<file path="src/rtl/cache_fill_arbiter.sv">
// Arbitrates I-miss, D-miss and write-through stores onto one multi-cycle memory port, streaming block fills back.
// Optional FILL_CRITICAL_WORD_FIRST_EN: issue order starts at the missed word and wraps within the block.
module cache_fill_arbiter #(
    parameter int MEM_LATENCY = 4,
    parameter int BLOCK_WORDS = 8
) (
    input  logic                           clk,
    input  logic                           rst,
    input  logic                           icache_miss,
    input  logic [15:0]                    icache_miss_addr,
    input  logic                           dcache_miss,
    input  logic [15:0]                    dcache_miss_addr,
    input  logic                           dwrite_req,
    input  logic [15:0]                    dwrite_addr,
    input  logic [15:0]                    dwrite_data,
    output logic [15:0]                    mem_addr,
    output logic                           mem_enable,
    output logic                           mem_wr,
    output logic [15:0]                    mem_data_in,
    input  logic [15:0]                    mem_data_out,
    input  logic                           mem_data_valid,
    output logic [15:0]                    fill_data,
    output logic [$clog2(BLOCK_WORDS)-1:0] fill_word,
    output logic                           icache_fill_we,
    output logic                           dcache_fill_we,
    output logic                           icache_fill_done,
    output logic                           dcache_fill_done,
    output logic                           dwrite_ack,
    output logic                           busy
);
    localparam int WW = $clog2(BLOCK_WORDS);

    typedef enum logic [2:0] {S_FLUSH, S_IDLE, S_ISSUE, S_DRAIN, S_WRITE} state_t;

    state_t          state_q, state_d;
    logic [3:0]      flush_cnt_q, flush_cnt_d;
    logic [WW-1:0]   issue_cnt_q, issue_cnt_d;
    logic [WW-1:0]   ret_cnt_q, ret_cnt_d;
    logic [WW-1:0]   start_q, start_d;
    logic            owner_q, owner_d;
    logic [15:WW+1]  base_q, base_d;
    logic [15:0]     wr_addr_q, wr_addr_d;
    logic [15:0]     wr_data_q, wr_data_d;
    logic [15:0]     fill_data_q, fill_data_d;
    logic [WW-1:0]   fill_word_q, fill_word_d;
    logic            fill_we_q, fill_we_d;
    logic            fill_done_q, fill_done_d;
    logic [15:0]     sel_addr;
    logic            ret_valid;
    logic [WW-1:0]   issue_word;
    logic            unused_sel_bits;

    assign sel_addr        = icache_miss ? icache_miss_addr : dcache_miss_addr;
    assign unused_sel_bits = ^sel_addr[WW:0];
    assign ret_valid       = mem_data_valid && (state_q == S_ISSUE || state_q == S_DRAIN);
    assign issue_word      = start_q + issue_cnt_q;

    always_comb begin
        state_d     = state_q;
        flush_cnt_d = flush_cnt_q;
        issue_cnt_d = issue_cnt_q;
        ret_cnt_d   = ret_cnt_q;
        start_d     = start_q;
        owner_d     = owner_q;
        base_d      = base_q;
        wr_addr_d   = wr_addr_q;
        wr_data_d   = wr_data_q;
        fill_data_d = fill_data_q;
        fill_word_d = fill_word_q;
        fill_we_d   = 1'b0;
        fill_done_d = 1'b0;

        case (state_q)
            S_FLUSH: begin
                // Outstanding reads from before reset drain out during this window
                if (flush_cnt_q == 4'(MEM_LATENCY - 1)) begin
                    state_d     = S_IDLE;
                    flush_cnt_d = '0;
                end else begin
                    flush_cnt_d = flush_cnt_q + 4'd1;
                end
            end
            S_IDLE: begin
                if (icache_miss || dcache_miss) begin
                    state_d     = S_ISSUE;
                    owner_d     = !icache_miss;
                    base_d      = sel_addr[15:WW+1];
                    issue_cnt_d = '0;
                    ret_cnt_d   = '0;
`ifdef FILL_CRITICAL_WORD_FIRST_EN
                    start_d     = sel_addr[WW:1];
`else
                    start_d     = '0;
`endif
                end else if (dwrite_req) begin
                    state_d   = S_WRITE;
                    wr_addr_d = dwrite_addr;
                    wr_data_d = dwrite_data;
                end
            end
            S_ISSUE: begin
                issue_cnt_d = issue_cnt_q + 1'b1;
                if (issue_cnt_q == WW'(BLOCK_WORDS - 1))
                    state_d = S_DRAIN;
            end
            S_DRAIN: begin
                if (fill_done_q)
                    state_d = S_IDLE;
            end
            S_WRITE: state_d = S_IDLE;
            default: state_d = S_FLUSH;
        endcase

        if (ret_valid) begin
            fill_data_d = mem_data_out;
            fill_word_d = start_q + ret_cnt_q;
            fill_we_d   = 1'b1;
            fill_done_d = (ret_cnt_q == WW'(BLOCK_WORDS - 1));
            ret_cnt_d   = ret_cnt_q + 1'b1;
        end
    end

    always_ff @(posedge clk) begin
        if (rst) begin
            state_q     <= S_FLUSH;
            flush_cnt_q <= '0;
            issue_cnt_q <= '0;
            ret_cnt_q   <= '0;
            start_q     <= '0;
            owner_q     <= 1'b0;
            base_q      <= '0;
            wr_addr_q   <= '0;
            wr_data_q   <= '0;
            fill_data_q <= '0;
            fill_word_q <= '0;
            fill_we_q   <= 1'b0;
            fill_done_q <= 1'b0;
        end else begin
            state_q     <= state_d;
            flush_cnt_q <= flush_cnt_d;
            issue_cnt_q <= issue_cnt_d;
            ret_cnt_q   <= ret_cnt_d;
            start_q     <= start_d;
            owner_q     <= owner_d;
            base_q      <= base_d;
            wr_addr_q   <= wr_addr_d;
            wr_data_q   <= wr_data_d;
            fill_data_q <= fill_data_d;
            fill_word_q <= fill_word_d;
            fill_we_q   <= fill_we_d;
            fill_done_q <= fill_done_d;
        end
    end

    always_comb begin
        mem_addr    = '0;
        mem_data_in = '0;
        if (state_q == S_ISSUE) begin
            mem_addr = {base_q, issue_word, 1'b0};
        end else if (state_q == S_WRITE) begin
            mem_addr    = wr_addr_q;
            mem_data_in = wr_data_q;
        end
    end

    assign mem_enable       = (state_q == S_ISSUE) || (state_q == S_WRITE);
    assign mem_wr           = (state_q == S_WRITE);
    assign dwrite_ack       = (state_q == S_WRITE);
    assign busy             = (state_q != S_IDLE);
    assign fill_data        = fill_data_q;
    assign fill_word        = fill_word_q;
    assign icache_fill_we   = fill_we_q && !owner_q;
    assign dcache_fill_we   = fill_we_q && owner_q;
    assign icache_fill_done = fill_done_q && !owner_q;
    assign dcache_fill_done = fill_done_q && owner_q;

endmodule
</file>
<file path="config.mk">
export PLATFORM = sky130hd
export DESIGN_NAME = cache_fill_arbiter
export DESIGN_NICKNAME = d
export VERILOG_FILES = /design/src/rtl/cache_fill_arbiter.sv
export SDC_FILE = /design/constraint.sdc
export NUM_CORES = 1
export LEC_CHECK = 0
export CAP_MARGIN = 20
export CORE_MARGIN = 2
export CORE_UTILIZATION = 39
export DETAILED_ROUTE_END_ITERATION = 8
export GPL_TIMING_DRIVEN = 0
export MAX_ROUTING_LAYER = met4
export PLACE_DENSITY_LB_ADDON = 0.05
export SYNTH_ARGS = -nofsm -noshare
export SYNTH_HDL_FRONTEND = slang
export SYNTH_SLANG_ARGS = --single-unit
</file>
<file path="constraint.sdc">
create_clock -name clk -period 1.6 [get_ports clk]
set_input_delay 0.32 -clock clk [delete_from_list [all_inputs] [get_ports clk]]
set_output_delay 0.32 -clock clk [all_outputs]
set_load 0.1 [all_outputs]
</file>
==> impl_metrics.yaml <==
worst_setup_path:
  critPathRequiredTime_ns: 1.28
  worstPathArrival_ns: 1.69
  cp-endpoint: "mem_enable"
  reg2reg_from: "state_q[2]"
  crit_path_end_kind: "output pin"
  cp-start-kind: "flip-flop"
  cp-startpoint: "state_q[0]"
  worst_r2r_path_depth: 9
  rr_endpoint: "wr_addr_q[10]"
  critPathMaxFanout: 6
  setup.worst_path.class: "reg2out"
  reg2reg_slack_ns: -0.31
power:
  switching_share_pct: 36.54
  pwr_density_cell_nw_per_um2: 1107
  p_seq_share_pct: 31.6
  p_leak_nw: 2.717
  clkPwrFrac_pct: 22.0
  power.switching_mw: 2.788
  comb_power_share_pct: 46.4
  power.internal_mw: 4.843
  irDropWorstVdd_v: 0.0008543
  finalPower_mw: 7.631
min_path:
  hold_class: "reg2reg"
global_routing:
  use_met2_pct: 42.98
  grt_pass1_wl_um: 19680
  grt.busiest_layer: "met2"
  grt_util_met3_pct: 5.271
  overflow: 0
  antenna_found_initial: 0
  grt.total_usage_pct: 25.66
  use_met1_pct: 31.43
  grt_max_degree: 15
  grt_pass1_vias: 3992
logic_synthesis:
  synth_ff_type: "dfxtp_1"
  synthesis.nets: 498
  netlist_area_um2: 3541
  synth-async-reset-ratio_pct: 0
  synth_seq_area_share_pct: 44.66
  synth_top_area_share_pct: 44.66
  synthTopCellsByArea: "dfxtp_1 (45%), mux2i_1 (12%), nand2_1 (11%)"
  netlist-cell-type-count: 41
  synth-seq-cells: 79
  yosys_warnings: 0
  syn_inst: 407
  synth.avg_cell_area_um2: 8.700
  synth_edf_count: 0
  synth.largest_area_cell: "dfxtp_1"
floorplan:
  die_w_um: 99.29
  start_util_pct: 40.41
  rows: 34
  die_area_um2: 9858
  pin_count: 145
  die_h_um: 99.29
  core-area_um2: 8763
drt:
  drtIter0Drc: 121
  first_pass_iters: 4
  drcViolationCount: 0
  viasPerCell: 5.401
  vias: 3883
  wl_per_cell_um: 19.35
  antenna_left: 0
  routed_wl_um: 13910
run_status:
  violations: "setup timing"
  run_status: "finished, violations left"
final_layout:
  fillers: 569
  drive_gt1_share_pct: 39.93
  final_net_count: 697
  num_antenna_cells: 0
  regArea_um2: 1588
  multi_input_area_um2: 2232
  area_growth_pct: 94.77
cts:
  clock-root-buffer: "clkbuf_8"
  ctsHoldBuffers: 0
  clkSinkCount: 79
  cts_tree: "yes"
  clk_pin_slew_worst_paths_ns: 0.08
  htree_levels: 3
  cts_buffers: 9
  ctsLongestPathBuffers: 2
  insertion_delay_ns: 0.35
placement:
  place_ws_ns: -1.189
  io_buffers: 135
  dpl.hpwl_um: 7307
  gp_congestion: 0.8686
timing:
  rsz0062_at_grt: "yes"
  setup_viol: 93
  setup_slack_ns: -0.4075
  finalCriticalPeriod_ns: 2.008
  fin_crit_sh_pct: 125.5
  relSlewSlack_pct: 58.71
  finalHoldViolations: 0
  max_freq_mhz: 498.1
  fin_worst_skew_ns: 0.009112
  finalMaxSlewViolations: 0
  tightest_slew_ns: 0.6193
job:
  maxCapViolCount: 0
## metal layers
layer / wire length [um] / vias to the layer above
li1: - / 1821
met1: 5850 / 1884
met2: 6978 / 146
met3: 759 / 32
met4: 322 / 0
met5: 0 / -
## how the worst min path moves through the flow
stage	startpoint	endpoint	slack [ns]	depth (start not counted)
after floorplan	wr_data_q[10]	wr_data_q[10]	0.43	2
after global placement	wr_data_q[14]	wr_data_q[14]	0.44	2
after detailed placement	wr_data_q[12]	wr_data_q[12]	0.44	2
after CTS	icache_miss	base_q[4]	0.40	3
after global routing	fill_data[6]	fill_data[6]	0.47	2
final	fill_data[6]	fill_data[6]	0.46	2
## cell usage in the layout, fill, tap and decap left out, types with 2 or more instances in the layout
cell / instances
and2_1: 2
clkbuf_1: 7
buf_6: 32
a211oi_2: 12
or3_1: 2
clkbuf_16: 2
o21ai_2: 2
nand3_1: 2
o211ai_1: 4
nand2_1: 100
nor2b_1: 2
nand2_2: 6
mux2i_1: 43
dfxtp_2: 2
buf_12: 49
nor2_4: 3
nor3_1: 2
buf_16: 2
nor3b_4: 2
dfxtp_1: 76
buf_2: 13
a22o_4: 15
clkdlybuf4s15_2: 2
clkbuf_2: 5
clkbuf_8: 14
clkdlybuf4s50_1: 76
a21oi_2: 8
a21oi_1: 31
clkdlybuf4s18_2: 7
buf_8: 6
ha_1: 5
inv_1: 2
nor2_1: 4
nand2_4: 2
buf_4: 22
and3_4: 18
## cell families after synthesis
logic type	share of synthesized area, %
buf+inv	5.901
fa+ha+maj	1.767
flops	44.66
simple gates	20.25
mux	12.44
compound gates	14.98
## cell usage after synthesis (all sizes together), types with 5 or more instances
cell type,n
clkbuf,21
a21oi,40
and3,19
buf,15
nor2,7
dfxtp,79
a211oi,13
mux2i,44
inv,5
nand2,108
a22o,15
ha,5
## per-stage QoR
| stage | TNS, ns | cell area [um^2] | util, % | hold slack (ns) | cells |
|---|---|---|---|---|---|
| after floorplan | -3.153 | 3810 | - | 0.4300 | 407 |
| after global placement | -71.16 | 5296 | 60.44 | 0.4375 | 650 |
| after detailed placement | -71.47 | 5296 | 60.44 | 0.4436 | 650 |
| after CTS | -13.70 | 6536 | 74.59 | 0.4032 | 704 |
| after global routing | -23.65 | 6897 | 78.70 | 0.4714 | 719 |
| final | -18.92 | 6897 | 78.70 | 0.4557 | 719 |
## flip-flops by register name, indices dropped and copies added (netlist names)
| name | flops |
|---|---|
| base_q | 12 |
| fill_data | 16 |
| fill_done_q | 1 |
| fill_we_q | 1 |
| fill_word | 3 |
| flush_cnt_q | 4 |
| issue_cnt_q | 3 |
| owner_q | 1 |
| ret_cnt_q | 3 |
| state_q | 3 |
| wr_addr_q | 16 |
| wr_data_q | 16 |
## what timing repair did
item | 4_1_cts | 5_1_grt
buffers inserted | 35 | 19
pin swaps | 23 | 42
gates cloned | 6 | 4
resized for setup | 464 | 126
endpoints found under the hold margin | 0 | 0
setup endpoints to repair | 102 | 129
## worst max-delay path: stages, from the launching register on
cell and delay [ns]:
dfxtp_2 0.32, buf_6 0.13, buf_4 0.15, or3b_4 0.44, nand2b_4 0.11, buf_12 0.17
## area by class of cell
type                       count  area share, %
timing repair buffer         194          34.60
multi-input combinational    287          32.37
sequential                    79          23.02
buffer                        30          4.245
clock buffer                  14          2.794
tap                          108          1.959
clock inverter                 2         0.5080
inverter                       5         0.5080
## power by group through the flow
stage	combinational [mW]	clock, mW	sequential [mW]
2_1_floorplan	1.24	0	2.60
3_3_place_gp	2.01	0	2.41
3_5_place_dp	2.03	0	2.42
4_1_cts	2.83	1.68	2.37
5_1_grt	3.73	1.77	2.43
6_report	3.54	1.68	2.41
Note: power is estimated with default switching activity, not from simulation.
